## config.mk

```make
export PLATFORM = sky130hd
export DESIGN_NAME = sprite_write_master
export DESIGN_NICKNAME = d
export VERILOG_FILES = /design/src/rtl/sprite_pkg.sv /design/src/rtl/sprite_req_fifo.sv /design/src/rtl/sprite_write_master.sv
export SDC_FILE = /design/constraint.sdc
export NUM_CORES = 1
export LEC_CHECK = 0
export CORE_MARGIN = 2
export CORE_UTILIZATION = 55
export CTS_BUF_LIST = sky130_fd_sc_hd__clkbuf_4
export DETAILED_ROUTE_END_ITERATION = 12
export PLACE_DENSITY = 0.76
export SLEW_MARGIN = 30
export SYNTH_ARGS = -nofsm -noshare
export SYNTH_HDL_FRONTEND = slang
export SYNTH_SLANG_ARGS = --single-unit
```

## constraint.sdc

```tcl
create_clock -name clk -period 3.7 [get_ports clk]
set_clock_uncertainty 0.2 [all_clocks]
set_input_delay 0.37 -clock clk [delete_from_list [all_inputs] [get_ports clk]]
set_output_delay 0.37 -clock clk [all_outputs]
set_load 0.01 [all_outputs]
```

## src/rtl/sprite_pkg.sv

```systemverilog
// sprite_pkg
// Shared types and constants for the sprite write master:
//   sprite_req_t      - one queued sprite update (x, y, sprite number, property bits)
//   SPR_ADDR_*        - register addresses of the display's sprite port
//   sprite_wr_state_t - write master FSM states
package sprite_pkg;

   typedef struct packed {
      logic [7:0] x;
      logic [7:0] y;
      logic [7:0] spnum;
      logic [7:0] pbit;
   } sprite_req_t;

   localparam logic [3:0] SPR_ADDR_X  = 4'd0;
   localparam logic [3:0] SPR_ADDR_Y  = 4'd1;
   localparam logic [3:0] SPR_ADDR_SP = 4'd2;
   localparam logic [3:0] SPR_ADDR_PB = 4'd3;

   typedef enum logic [2:0] {
      IDLE    = 3'd0,
      WAIT_VB = 3'd1,
      WR_X    = 3'd2,
      WR_Y    = 3'd3,
      WR_SP   = 3'd4,
      WR_PB   = 3'd5
   } sprite_wr_state_t;

endpackage

```

## src/rtl/sprite_req_fifo.sv

```systemverilog
// sprite_req_fifo
// Synchronous FIFO of sprite_req_t updates. The head entry is presented
// combinationally so the consumer can capture it on the same edge it pops.
// Ports:
//   clk, reset_n  - clock, asynchronous active-low reset (clears pointers/count)
//   push          - write push_data if not full (ignored when full)
//   push_data     - update to store
//   pop           - remove head if not empty (ignored when empty)
//   head          - current head entry (valid while !empty)
//   full, empty   - occupancy flags
//   count         - occupancy, 0..DEPTH
module sprite_req_fifo
   import sprite_pkg::*;
#(
   parameter int DEPTH = 4
) (
   input  logic                   clk,
   input  logic                   reset_n,
   input  logic                   push,
   input  sprite_req_t            push_data,
   input  logic                   pop,
   output sprite_req_t            head,
   output logic                   full,
   output logic                   empty,
   output logic [$clog2(DEPTH):0] count
);

   localparam int AW = $clog2(DEPTH);
   localparam logic [AW:0] CNT_FULL = (AW+1)'(DEPTH);

   sprite_req_t   mem [DEPTH];
   logic [AW-1:0] wr_ptr;
   logic [AW-1:0] rd_ptr;
   logic          do_push;
   logic          do_pop;

   assign full    = (count == CNT_FULL);
   assign empty   = (count == '0);
   assign do_push = push && !full;
   assign do_pop  = pop && !empty;
   assign head    = mem[rd_ptr];

   // Storage carries no reset: stale entries are unreachable once the
   // pointers and count are cleared.
   always_ff @(posedge clk) begin
      if (do_push) mem[wr_ptr] <= push_data;
   end

   // DEPTH is a power of two, so the pointers wrap naturally. The count
   // cannot exceed DEPTH because pushes are masked at full.
   always_ff @(posedge clk or negedge reset_n) begin
      if (!reset_n) begin
         wr_ptr <= '0;
         rd_ptr <= '0;
         count  <= '0;
      end else begin
         if (do_push) wr_ptr <= wr_ptr + 1'b1;
         if (do_pop)  rd_ptr <= rd_ptr + 1'b1;
         case ({do_push, do_pop})
            2'b10:   count <= count + 1'b1;
            2'b01:   count <= count - 1'b1;
            default: count <= count;
         endcase
      end
   end

endmodule

```

## src/rtl/sprite_write_master.sv

```systemverilog
// sprite_write_master
// Avalon-MM write initiator for the display's sprite register port. Queued
// sprite updates are replayed as four ordered byte writes (address 0..3 =
// x, y, sprite number, property bits), each held until waitrequest is low.
// Build option: define VBLANK_SYNC_EN to restrict updates to the vertical
// blanking interval, at most MAX_PER_FRAME updates per vblank start.
// Ports:
//   clk, reset_n       - clock, asynchronous active-low reset
//   req_valid/req_ready- update push handshake (req_ready = !full)
//   req_x/y/spnum/pbit - update fields
//   vga_vs_n           - display vsync, active-low (used only with VBLANK_SYNC_EN)
//   address, writedata, write, chipselect, waitrequest - Avalon-MM initiator
//   busy               - FSM active or updates pending
//   fifo_count         - queued update count
module sprite_write_master
   import sprite_pkg::*;
#(
   parameter int DEPTH         = 4,
   parameter int MAX_PER_FRAME = 2
) (
   input  logic                   clk,
   input  logic                   reset_n,
   input  logic                   req_valid,
   output logic                   req_ready,
   input  logic [7:0]             req_x,
   input  logic [7:0]             req_y,
   input  logic [7:0]             req_spnum,
   input  logic [7:0]             req_pbit,
   input  logic                   vga_vs_n,
   output logic [3:0]             address,
   output logic [7:0]             writedata,
   output logic                   write,
   output logic                   chipselect,
   input  logic                   waitrequest,
   output logic                   busy,
   output logic [$clog2(DEPTH):0] fifo_count
);

   sprite_wr_state_t state;
   sprite_req_t      hold;
   sprite_req_t      fifo_head;
   sprite_req_t      push_data;
   logic             fifo_full;
   logic             fifo_empty;
   logic             fifo_pop;
   logic             gate_open;
   logic             vb_start;
   logic             upd_done;

   assign push_data = '{x: req_x, y: req_y, spnum: req_spnum, pbit: req_pbit};

   sprite_req_fifo #(.DEPTH(DEPTH)) u_fifo (
      .clk       (clk),
      .reset_n   (reset_n),
      .push      (req_valid),
      .push_data (push_data),
      .pop       (fifo_pop),
      .head      (fifo_head),
      .full      (fifo_full),
      .empty     (fifo_empty),
      .count     (fifo_count)
   );

   assign req_ready  = !fifo_full;
   assign busy       = (state != IDLE) || !fifo_empty;
   assign chipselect = write;
   assign fifo_pop   = (state == IDLE) && !fifo_empty && gate_open;
   assign upd_done   = (state == WR_PB) && !waitrequest;

`ifdef VBLANK_SYNC_EN
   localparam int BW = $clog2(MAX_PER_FRAME + 1);

   logic          vs_q;
   logic [BW-1:0] budget;

   assign vb_start  = vs_q && !vga_vs_n;
   assign gate_open = (budget != '0);

   // A vblank start reloads the budget even if an update completes on the
   // same edge: the new frame's allowance replaces the old one.
   always_ff @(posedge clk or negedge reset_n) begin
      if (!reset_n) begin
         vs_q   <= 1'b1;
         budget <= '0;
      end else begin
         vs_q <= vga_vs_n;
         if (vb_start)
            budget <= BW'(MAX_PER_FRAME);
         else if (upd_done && budget != '0)
            budget <= budget - 1'b1;
      end
   end
`else
   localparam int unused_max_per_frame = MAX_PER_FRAME;
   logic unused_vs;

   assign unused_vs = vga_vs_n;
   assign vb_start  = 1'b0;
   assign gate_open = 1'b1;
`endif

   always_ff @(posedge clk or negedge reset_n) begin
      if (!reset_n) begin
         state     <= IDLE;
         hold      <= '0;
         write     <= 1'b0;
         address   <= SPR_ADDR_X;
         writedata <= '0;
      end else begin
         case (state)
            IDLE: begin
               if (!fifo_empty) begin
                  if (gate_open) begin
                     // Capture the whole update now; later writes read the
                     // holding register so the FIFO can keep filling.
                     hold      <= fifo_head;
                     state     <= WR_X;
                     write     <= 1'b1;
                     address   <= SPR_ADDR_X;
                     writedata <= fifo_head.x;
                  end else if (!vb_start) begin
                     // A vblank start on this edge opens the gate next
                     // cycle; parking in WAIT_VB would miss it.
                     state <= WAIT_VB;
                  end
               end
            end
            WAIT_VB: begin
               if (vb_start) state <= IDLE;
            end
            WR_X: begin
               if (!waitrequest) begin
                  state     <= WR_Y;
                  address   <= SPR_ADDR_Y;
                  writedata <= hold.y;
               end
            end
            WR_Y: begin
               if (!waitrequest) begin
                  state     <= WR_SP;
                  address   <= SPR_ADDR_SP;
                  writedata <= hold.spnum;
               end
            end
            WR_SP: begin
               if (!waitrequest) begin
                  state     <= WR_PB;
                  address   <= SPR_ADDR_PB;
                  writedata <= hold.pbit;
               end
            end
            WR_PB: begin
               if (!waitrequest) begin
                  state <= IDLE;
                  write <= 1'b0;
               end
            end
            default: begin
               state <= IDLE;
               write <= 1'b0;
            end
         endcase
      end
   end

endmodule

```

; ---- After elaboration in Yosys (flattened, before gate mapping)
; Memory sizes are Yosys's and may differ from the RTL's.
; Cells that the tools add are included.
[word_totals]
memories = 1
output_inout_bits = 19
in_bits = 37
ff_bits = 47
ramBits = 128
word_cells = 69
[mem_list]
columns = memory, words, word_bits, rd, rd_ports_with_merged_regs, wr, line
row1 = u_fifo.mem, 4, 32, 1, 0, 1, sprite_req_fifo.sv:31  ; sprite_req_t mem [DEPTH];
[classes]
bitwise_logic = 3
mux = 22
n_reduce_logical = 16
addsub = 4
n_eq_ne = 13
[ops]
columns = op, count
row1 = 2-to-1 mux 8 bit, 4
row2 = case mux 8 bit (4 select lines), 1
row3 = case mux 3 bit (6 select lines), 1
row4 = 2-to-1 mux 4 bit, 4
row5 = case mux 4 bit (4 select lines), 1
row6 = 2-to-1 mux 3 bit, 5
row7 = != test 2 bit (second input constant), 5
row8 = equality test 3 bit (second input constant), 3
row9 = equality test 3 x 2 -> 1 bit (second input constant), 2
row10 = logical NOT 3 bit, 2
row11 = case mux 3 bit (2 select lines), 1
row12 = AND reduction 6 bit, 1
row13 = AND reduction 5 bit, 1
row14 = adder 2 x 1 -> 2 bit (second input constant), 2
row15 = 2-to-1 mux 1 bit, 4
row16 = nonzero test 4 bit, 1
row17 = OR reduction 4 bit, 1
row18 = adder 3 x 1 -> 3 bit (second input constant), 1
row19 = equality test 3 x 1 -> 1 bit (second input constant), 1
row20 = logical AND 1 bit, 3
row21 = NOT 1 bit, 3
row22 = case mux 1 bit (3 select lines), 1
row23 = AND reduction 3 bit, 1
row24 = nonzero test 3 bit, 1
row25 = other kinds (7), 8

; ---- Logic depth before layout (Yosys ltp)
; Gate-level depths: netlist of the first run.
[logic_depth]
word_depth = 6
mapped_depth = 11
mapped_depth_nobuf = 10

; ---- Cells and area by module
; Synthesis of the first run repeated with hierarchy kept, for this count alone.
[hier_totals]
hier_cells = 382
area_unflattened_um2 = 7133.1
[modules_own_cells]
columns = mod, area_per_inst_um2, seq_area_each_um2, n_inst, cells_per_inst
row1 = sprite_req_fifo, 5091.1, 4018.9, 1, 205
row2 = sprite_write_master, 2042.0, 950.9, 1, 177

; ---- Worst setup path before layout of the first run
; No wires, ideal clock.
[synth_path]
kind = flip-flop to flip-flop
from = register u_fifo.count[0]
to = register u_fifo.count[2]
required_ns = 3.421
path_buffers = 2
path_stages_with_launch = 12
path_slack_ns = 1.139
setup_time_ns = 0.079
arrival_ns = 2.282
period_less_slack_ns = 2.561
path_cell_list = dfrtp_1 -> nor3_2 -> or4_1 -> buf_4 -> inv_6 -> buf_6 -> ha_1 -> inv_1 -> fa_1 -> xor2_1 -> nor2_1 -> xor2_1
[synth_via]
elab_chain_len = 6
word_cells_on_any_way = 13
cone_classes = 2 x add/sub / 3 x eq/ne / 1 x mux / 7 x reduce/logical
[synth_lines]
columns = item, line
row1 = from (decl), sprite_req_fifo.sv:25  ; output logic [$clog2(DEPTH):0] count
row2 = from (signal assigned), sprite_req_fifo.sv:60  ; 2'b10: count <= count + 1'b1;
row3 = from (signal assigned), sprite_req_fifo.sv:61  ; 2'b01: count <= count - 1'b1;
row4 = from (signal assigned), sprite_req_fifo.sv:62  ; default: count <= count;
row5 = logical NOT 3 bit (*), sprite_req_fifo.sv:38  ; assign empty = (count == '0);
row6 = logical NOT 1 bit (*), sprite_write_master.sv:67  ; assign fifo_pop = (state == IDLE) && !fifo_empty && gate_open;
row7 = logical AND 1 bit (*), sprite_write_master.sv:67
row8 = named net fifo_pop, sprite_write_master.sv:45  ; logic fifo_pop;
row9 = logical AND 1 bit (*), sprite_req_fifo.sv:40  ; assign do_pop = pop && !empty;
row10 = equality test 2 x 1 -> 1 bit or equality test 2 bit (tied branches), sprite_req_fifo.sv:59  ; case ({do_push, do_pop})
row11 = case mux 3 bit (2 select lines) or nonzero test 2 bit (tied branches), n/a
; Mark *: on every way through the listed nets, which the timed path passes. The rest lies on a longest branch.
; A chain may end at the register's enable or synchronous reset.

; ---- Worst setup path in the final report of the first run
[layout_path]
from = register u_fifo.count[0]
to = register u_fifo.count[2]
[layout_via]
elab_chain_len = 6
word_cells_on_any_way = 13
cone_classes = 2 x add/sub / 3 x eq/ne / 1 x mux / 7 x reduce/logical
[layout_lines]
columns = item, line
row1 = logical NOT 3 bit, sprite_req_fifo.sv:38
row2 = logical NOT 1 bit, "sprite_req_fifo.sv:40, sprite_write_master.sv:67"
row3 = logical AND 1 bit, sprite_write_master.sv:67
row4 = logical AND 1 bit, sprite_req_fifo.sv:40
row5 = equality test 2 x 1 -> 1 bit or equality test 2 bit (tied branches), sprite_req_fifo.sv:59
row6 = case mux 3 bit (2 select lines) or nonzero test 2 bit (tied branches), n/a
; Parallel ways exist; a longest one is shown, timed or not.

==> metrics.md, run 1 <==
| Metric | Value |
|---|---|
| Number of cell rows | `41` |
| Part of the cycle the worst path needs | `0.763` |
| Proportion of power drawn by flip-flops and latches | `0.481` |
| Count of antenna-violating nets left after detailed routing | `0` |
| Root buffer selected by CTS | `sky130_fd_sc_hd__clkbuf_4` |
| Setup fix buffers added after clock tree synthesis | `0` |
| Startpoint types | `flop` |
| Layout area overhead | `12.7%` |
| Number of levels the H-tree was split into | `4` |
| Critical R2R Capture | `u_fifo.count[2]$_DFFE_PN0P_` |
| Biggest area consumer among synthesized cells | `sky130_fd_sc_hd__edfxtp_1` |
| Biggest area contributors in the synthesized netlist | `sky130_fd_sc_hd__edfxtp_1, sky130_fd_sc_hd__dfrtp_1, sky130_fd_sc_hd__mux4_2` |
| First drt pass iteration count | `4` |
| Launch point of the worst path | `u_fifo.count[0]$_DFFE_PN0P_` |
| Highest achievable clock rate | `0.354 GHz` |
| Clock tree from TritonCTS | `done` |
| CTS buffer count | `17` |
| Maximum fanout along the worst path | `26` |
| Floorplan die area | `13,600 sq um` |
| Global-route wire length before repair | `19,000 um` |
| Clk network pwr share | `0.138` |
| Mean Syn Cell Area | `18.9 sq um` |
| Unrepaired setup endpoints after global routing | `false` |
| Final Hold Fails | `0` |
| Number of antenna violations at the first check in global routing | `0` |
| Slew of the pin with the lowest slew margin | `0.635 ns` |
| Busiest grt layer | `met2` |
| Kind of critical path | `flop to flop` |
| Max-capacitance violation count | `0` |
| Vias in the first global route | `3,516` |
| Worst EP required | `3.96 ns` |
| Gr ovfl total | `0` |
| Die width | `117 um` |
| Effective utilization at floorplan | `0.557` |
| Power share of the combinational group | `0.381` |
| Met2 Resource Use GR | `0.325` |
| Number of flip-flops and latches in the synthesized netlist | `173` |
| P_int | `4.11 mW` |
| Worst min-delay path class | `input port to async pin` |
| Total of endpoints with negative setup slack in the final report | `0` |
| Largest buffer count on any clock path | `2` |
| Final total power | `6.11 mW` |
| Data arrival time of the worst path | `3.09 ns` |
| Number of filler instances in the final layout | `941` |
| Post-layout minimum cycle time | `2.82 ns` |
| GRT met1 Usage | `0.255` |
| Headroom to the max-slew limit | `0.575` |
| IR Drop Worst-Case VDD | `0.281 mV` |
| Antenna Cells | `0` |
| Worst-Skew Late Latency | `0.54 ns` |
| Share of synthesized flip-flops with an asynchronous set or reset | `0.260` |
| Worst-case register-to-register setup slack | `0.88 ns` |
| Total Negative Setup Slacks | `0 ns` |
| Switching power as a share of total power | `0.328` |
| Launch instance of the worst register-to-register path | `u_fifo.count[0]$_DFFE_PN0P_` |
| CTS sink count | `173` |
| IO Pins | `56` |
| Starting DRC count in detailed routing | `246` |
| Floorplan core area | `12,500 sq um` |
| Power per unit of standard cell area | `777 nW/um^2` |
| Routed length per instance | `19.3 um` |
| Post-synthesis cell count | `369` |
| Largest net degree at the start of global routing | `46` |
| Height of the chip | `117 um` |
| Net switching power of the design | `2.00 mW` |
| Overall fraction of global-route tracks in use | `0.195` |
| Syn. warnings | `0` |
| Worst Setup End Kind | `flop` |
| Synthesized cell area | `6970 sq um` |
| DR DRC count | `0` |
| Number of library cell types mapped by synthesis | `45` |
| Number of flops mapped to enable cells by yosys | `128` |
| Commonest register cell after synthesis | `sky130_fd_sc_hd__edfxtp_1` |
| Outcome | `finished, final reports clean` |
| CTS clk-pin slew, worst paths | `0.13 ns` |
| Vias after detailed routing | `3,509` |
| Leak Pwr | `2.78 nW` |
| Reg2Reg Depth | `9` |
| Pins Over Slew Limit | `0` |
| Met3 track demand over resource | `0.0483` |
| Share of the synthesized area in the top cell type | `0.551` |
| Number of nets in the finished design | `472` |
| Post-synthesis sequential area ratio | `0.713` |
| Post-DR vias/cell | `5.71` |
| HPWL after detailed placement | `7540 um` |
| Final weighted congestion in routability-driven placement | `0.780` |
| Total Routed Length | `11,800 um` |
| Port Buffers | `52` |
| Fraction of layout cells with a size suffix above 1 | `0.222` |
==> cells in the mapped netlist, types with 4 or more instances <==
cell and count:
sky130_fd_sc_hd__mux2_4 8, sky130_fd_sc_hd__o21ai_0 4, sky130_fd_sc_hd__buf_4 6, sky130_fd_sc_hd__nand3_1 26
sky130_fd_sc_hd__inv_1 10, sky130_fd_sc_hd__xnor2_1 4, sky130_fd_sc_hd__edfxtp_1 128, sky130_fd_sc_hd__and3_1 4
sky130_fd_sc_hd__buf_6 6, sky130_fd_sc_hd__mux2_1 18, sky130_fd_sc_hd__a21oi_1 14, sky130_fd_sc_hd__buf_2 4
sky130_fd_sc_hd__nor2_1 6, sky130_fd_sc_hd__dfrtp_1 45, sky130_fd_sc_hd__mux4_2 32, sky130_fd_sc_hd__clkbuf_1 7
sky130_fd_sc_hd__ha_1 5, sky130_fd_sc_hd__and4bb_2 4, sky130_fd_sc_hd__mux2_2 7
==> layer usage <==
layer / vias up / wire length, um
li1: 1567 / -
met1: 1836 / 5020
met2: 92 / 6130
met3: 14 / 498
met4: 0 / 182
met5: - / 0
==> critical path: stages, from the launching register on <==
cell	delay, ns
sky130_fd_sc_hd__dfrtp_1	0.44
sky130_fd_sc_hd__nor3_2	0.10
sky130_fd_sc_hd__or4_1	0.61
sky130_fd_sc_hd__inv_6	0.30
sky130_fd_sc_hd__ha_1	0.23
sky130_fd_sc_hd__inv_1	0.06
sky130_fd_sc_hd__fa_1	0.37
sky130_fd_sc_hd__xor2_1	0.15
sky130_fd_sc_hd__nor2_1	0.11
sky130_fd_sc_hd__xor2_1	0.17
==> registers in the layout, summed over array words and instances (netlist names) <==
name           cells
u_fifo.mem       128
u_fifo.wr_ptr      2
writedata          8
state              3
u_fifo.rd_ptr      2
u_fifo.count       3
address            2
hold              24
chipselect         1
==> how the worst max path moves through the flow <==
stage | slack (ns) | cells past startpoint | end
2_1_floorplan | 1.14 | 11 | u_fifo.count[2]$_DFFE_PN0P_
3_3_place_gp | 0.97 | 9 | u_fifo.count[2]$_DFFE_PN0P_
3_5_place_dp | 0.90 | 9 | u_fifo.count[2]$_DFFE_PN0P_
4_1_cts | 0.88 | 9 | u_fifo.count[2]$_DFFE_PN0P_
5_1_grt | 0.76 | 9 | u_fifo.count[2]$_DFFE_PN0P_
6_report | 0.88 | 9 | u_fifo.count[2]$_DFFE_PN0P_
==> what timing repair did <==
action | CTS | global route
resized for setup | 0 | 0
endpoints found under the setup margin | 0 | 0
hold buffers | 1 | 0
endpoints found under the hold margin | 45 | 0
==> kinds of logic after synthesis <==
kind of cell             Yosys count  share of synthesized area
AO/OA/AOI/OAI                     26                     0.0224
XOR/XNOR                           6                    0.00754
adder cells (fa/ha/maj)            6                     0.0118
buffers and inverters             36                     0.0305
flip-flops                       173                      0.713
multiplexers                      66                      0.162
other                              1                   0.000538
AND/OR/NAND/NOR                   55                     0.0519
==> power groups by stage <==
| stage | Sequential (mW) | Combinational [mW] | Clock, mW |
|---|---|---|---|
| 2_1_floorplan | 2.89 | 1.75 | 0 |
| 3_3_place_gp | 2.95 | 2.29 | 0 |
| 3_5_place_dp | 2.99 | 2.36 | 0 |
| 4_1_cts | 2.95 | 2.36 | 0.882 |
| 5_1_grt | 3.00 | 2.55 | 0.961 |
| 6_report | 2.94 | 2.33 | 0.845 |
==> stage by stage <==
step / utilization / hold WS [ns] / setup WS, ns / area [sq um] / std cells
2_1_floorplan: - / -0.126 / 1.14 / 6980 / 370
3_3_place_gp: 0.610 / 0.266 / 0.975 / 7630 / 581
3_5_place_dp: 0.610 / 0.201 / 0.897 / 7630 / 581
4_1_cts: 0.628 / 0.118 / 0.875 / 7860 / 614
5_1_grt: 0.628 / 0.154 / 0.757 / 7860 / 614
6_report: 0.628 / 0.150 / 0.877 / 7860 / 614
==> area by class of cell <==
cell class,instances,area (sq um),area share
Clock inverter,14,80.1,0.0102
Timing Repair Buffer,65,618,0.0786
Multi-Input combinational cell,161,1790,0.228
Sequential cell,173,4970,0.633
Tap cell,172,215,0.0274
Inverter,11,46.3,0.00589
Clock buffer,18,135,0.0172
==> cells in the final DEF, fill, tap and decap left out, drive strengths merged, types with 2 or more instances in the layout <==
master / count
nand3: 26
clkinvlp: 3
nand2: 4
a21oi: 14
and3: 4
mux4: 32
and4bb: 6
clkinv: 11
buf: 13
ha: 5
nor4bb: 2
dfrtp: 45
xnor2: 4
nor2: 6
inv: 11
conb: 2
mux2: 33
clkdlybuf4s50: 51
xor2: 2
edfxtp: 128
clkbuf: 18
o21ai: 5
Note: power is estimated with default switching activity, not from simulation.
==> run 2, diff against run 1 <==
Settings changed: CORE_UTILIZATION 55 to 54, PLACE_DENSITY 0.76 to 0.78.
Clock period 3.7 ns to 2.33 ns, I/O delays scaled along.
==> metrics.md, run 2 (synthesis gave the netlist of run 1 again) <==
| Metric | Value |
|---|---|
| Outcome | `finished, final reports clean` |
| Slew of the pin with the lowest slew margin | `0.737 ns` |
| Largest buffer count on any clock path | `2` |
| Number of nets in the finished design | `484` |
| Net switching power of the design | `3.27 mW` |
| Final Hold Fails | `0` |
| Worst Slack Setup Final | `0.0571 ns` |
| Root buffer selected by CTS | `sky130_fd_sc_hd__clkbuf_4` |
| Unrepaired setup endpoints after global routing | `true` |
| Busiest grt layer | `met2` |
| Total Routed Length | `12,200 um` |
| First drt pass iteration count | `4` |
| Total of endpoints with negative setup slack in the final report | `0` |
| Leak Pwr | `2.90 nW` |
| IO Pins | `56` |
| Highest achievable clock rate | `0.440 GHz` |
| Worst EP required | `2.61 ns` |
| Post-DR vias/cell | `5.61` |
| DR DRC count | `0` |
| HPWL after detailed placement | `7830 um` |
| Pins Over Slew Limit | `0` |
| Fraction of layout cells with a size suffix above 1 | `0.260` |
| Layout area overhead | `17.0%` |
| Total Negative Setup Slacks | `0 ns` |
| Clock tree from TritonCTS | `done` |
| Kind of critical path | `flop to flop` |
| Post-detailed-placement cell area | `7780 sq um` |
| Worst Setup End Kind | `flop` |
| Switching power as a share of total power | `0.309` |
| Top reg by flops | `u_fifo.mem` |
| Global-route wire length before repair | `19,900 um` |
| Die width | `118 um` |
| Floorplan core area | `12,600 sq um` |
| Utilization of the core after routing | `0.647` |
| Largest regs | `u_fifo.mem (128), hold (24), writedata (8)` |
| Clk network pwr share | `0.182` |
| Worst-case setup slack after placement | `-0.0505 ns` |
| Worst-Skew Late Latency | `0.54 ns` |
| Power per unit of standard cell area | `1290 nW/um^2` |
| P_int | `7.29 mW` |
| Most frequent standard cell in the layout excluding fill and tap cells | `sky130_fd_sc_hd__edfxtp_1` |
| Number of filler instances in the final layout | `903` |
| Number of levels the H-tree was split into | `4` |
| Final weighted congestion in routability-driven placement | `0.756` |
| Headroom to the max-slew limit | `0.507` |
| Port Buffers | `52` |
| Max-capacitance violation count | `0` |
| Number of antenna violations at the first check in global routing | `1` |
| Gr ovfl total | `0` |
| Vias after detailed routing | `3,518` |
| Fin area | `8160 sq um` |
| Count of antenna-violating nets left after detailed routing | `0` |
| CTS buffer count | `17` |
| Worst-case register-to-register setup slack | `0.06 ns` |
| Floorplan die area | `13,800 sq um` |
| IR Drop Worst-Case VDD | `0.517 mV` |
| Met2 Resource Use GR | `0.328` |
| Height of the chip | `118 um` |
| Maximum fanout along the worst path | `2` |
| Data arrival time of the worst path | `2.55 ns` |
| Routed length per instance | `19.5 um` |
| Overall fraction of global-route tracks in use | `0.193` |
| Effective utilization at floorplan | `0.552` |
| Startpoint types | `flop` |
| Leading cell types in the layout, fill and taps excluded | `sky130_fd_sc_hd__edfxtp_1, sky130_fd_sc_hd__clkdlybuf4s50_1, sky130_fd_sc_hd__dfrtp_1` |
| Max FFs per register | `128` |
| GRT met1 Usage | `0.238` |
| Met3 track demand over resource | `0.0407` |
| Power share of the combinational group | `0.383` |
| Number of cell rows | `41` |
| Worst min-delay path class | `input port to flop` |
| Vias in the first global route | `3,769` |
| Part of the cycle the worst path needs | `0.975` |
| CTS clk-pin slew, worst paths | `0.13 ns` |
| Largest net degree at the start of global routing | `33` |
| CTS sink count | `173` |
| Starting DRC count in detailed routing | `275` |
| Post-layout minimum cycle time | `2.27 ns` |
| Proportion of power drawn by flip-flops and latches | `0.435` |
-- run 2: area by class of cell --
type                       instances  area (sq um)  area share
timing repair buffer              77           758      0.0929
sequential                       173          4970       0.610
inverter                          11          48.8     0.00598
tap                              172           215      0.0264
clock inverter                    13           196      0.0241
clock buffer                      19           143      0.0175
multi-input combinational        161          1820       0.223
antenna                            1          2.50    0.000307
-- run 2: critical path, cell delays in order, from the launching register on --
cell	delay (ns)
sky130_fd_sc_hd__dfrtp_1	0.40
sky130_fd_sc_hd__or4_4	0.58
sky130_fd_sc_hd__inv_8	0.08
sky130_fd_sc_hd__ha_4	0.13
sky130_fd_sc_hd__inv_2	0.04
sky130_fd_sc_hd__fa_2	0.33
sky130_fd_sc_hd__xor2_1	0.15
sky130_fd_sc_hd__nor2_1	0.14
sky130_fd_sc_hd__xor2_1	0.15
-- run 2: final timing paths --
check	from	end	depth (start not counted)
worst max-delay path	state[0]$_DFFE_PN0P_	u_fifo.count[2]$_DFFE_PN0P_	8
min in group asynchronous	reset_n	writedata[0]$_DFFE_PN0P_	4
worst max register to register	state[0]$_DFFE_PN0P_	u_fifo.count[2]$_DFFE_PN0P_	8
worst min-delay path	req_spnum[1]	u_fifo.mem[1][9]$_DFFE_PP_	1
worst min register to register	hold[6]$_DFFE_PN0P_	hold[6]$_DFFE_PN0P_	1
max in group asynchronous	reset_n	u_fifo.rd_ptr[0]$_DFFE_PN0P_	4
-- run 2: metal layers --
layer	up-vias	wire length (um)
met5	-	0
met4	0	331
met3	24	530
met2	111	6330
met1	1795	5010
li1	1588	-
-- run 2: power by group through the flow --
stage / combinational, mW / sequential [mW] / clock (mW)
final: 4.04 / 4.59 / 1.92
after global routing: 4.38 / 4.68 / 2.08
after CTS: 4.10 / 4.60 / 1.96
after detailed placement: 4.07 / 4.67 / 0
after global placement: 3.95 / 4.61 / 0
after floorplan: 2.83 / 4.60 / 0
-- run 2: stage by stage --
step           std cells  power (mW)  hold WS (ns)
2_1_floorplan        370        7.44        -0.263
3_3_place_gp         591        8.57      -0.00882
3_5_place_dp         591        8.74       -0.0178
4_1_cts              626        10.7        0.0642
5_1_grt              627        11.1        0.0697
6_report             627        10.6         0.112
-- run 2: what timing repair did --
| action | CTS | global route |
|---|---|---|
| cloned | 0 | 0 |
| gates resized for setup | 4 | 3 |
| hold endpoints to repair | 45 | 0 |
| buffers inserted | 0 | 0 |
| hold buffers | 3 | 0 |
| pin swaps | 2 | 3 |
| setup endpoints to repair | 3 | 1 |
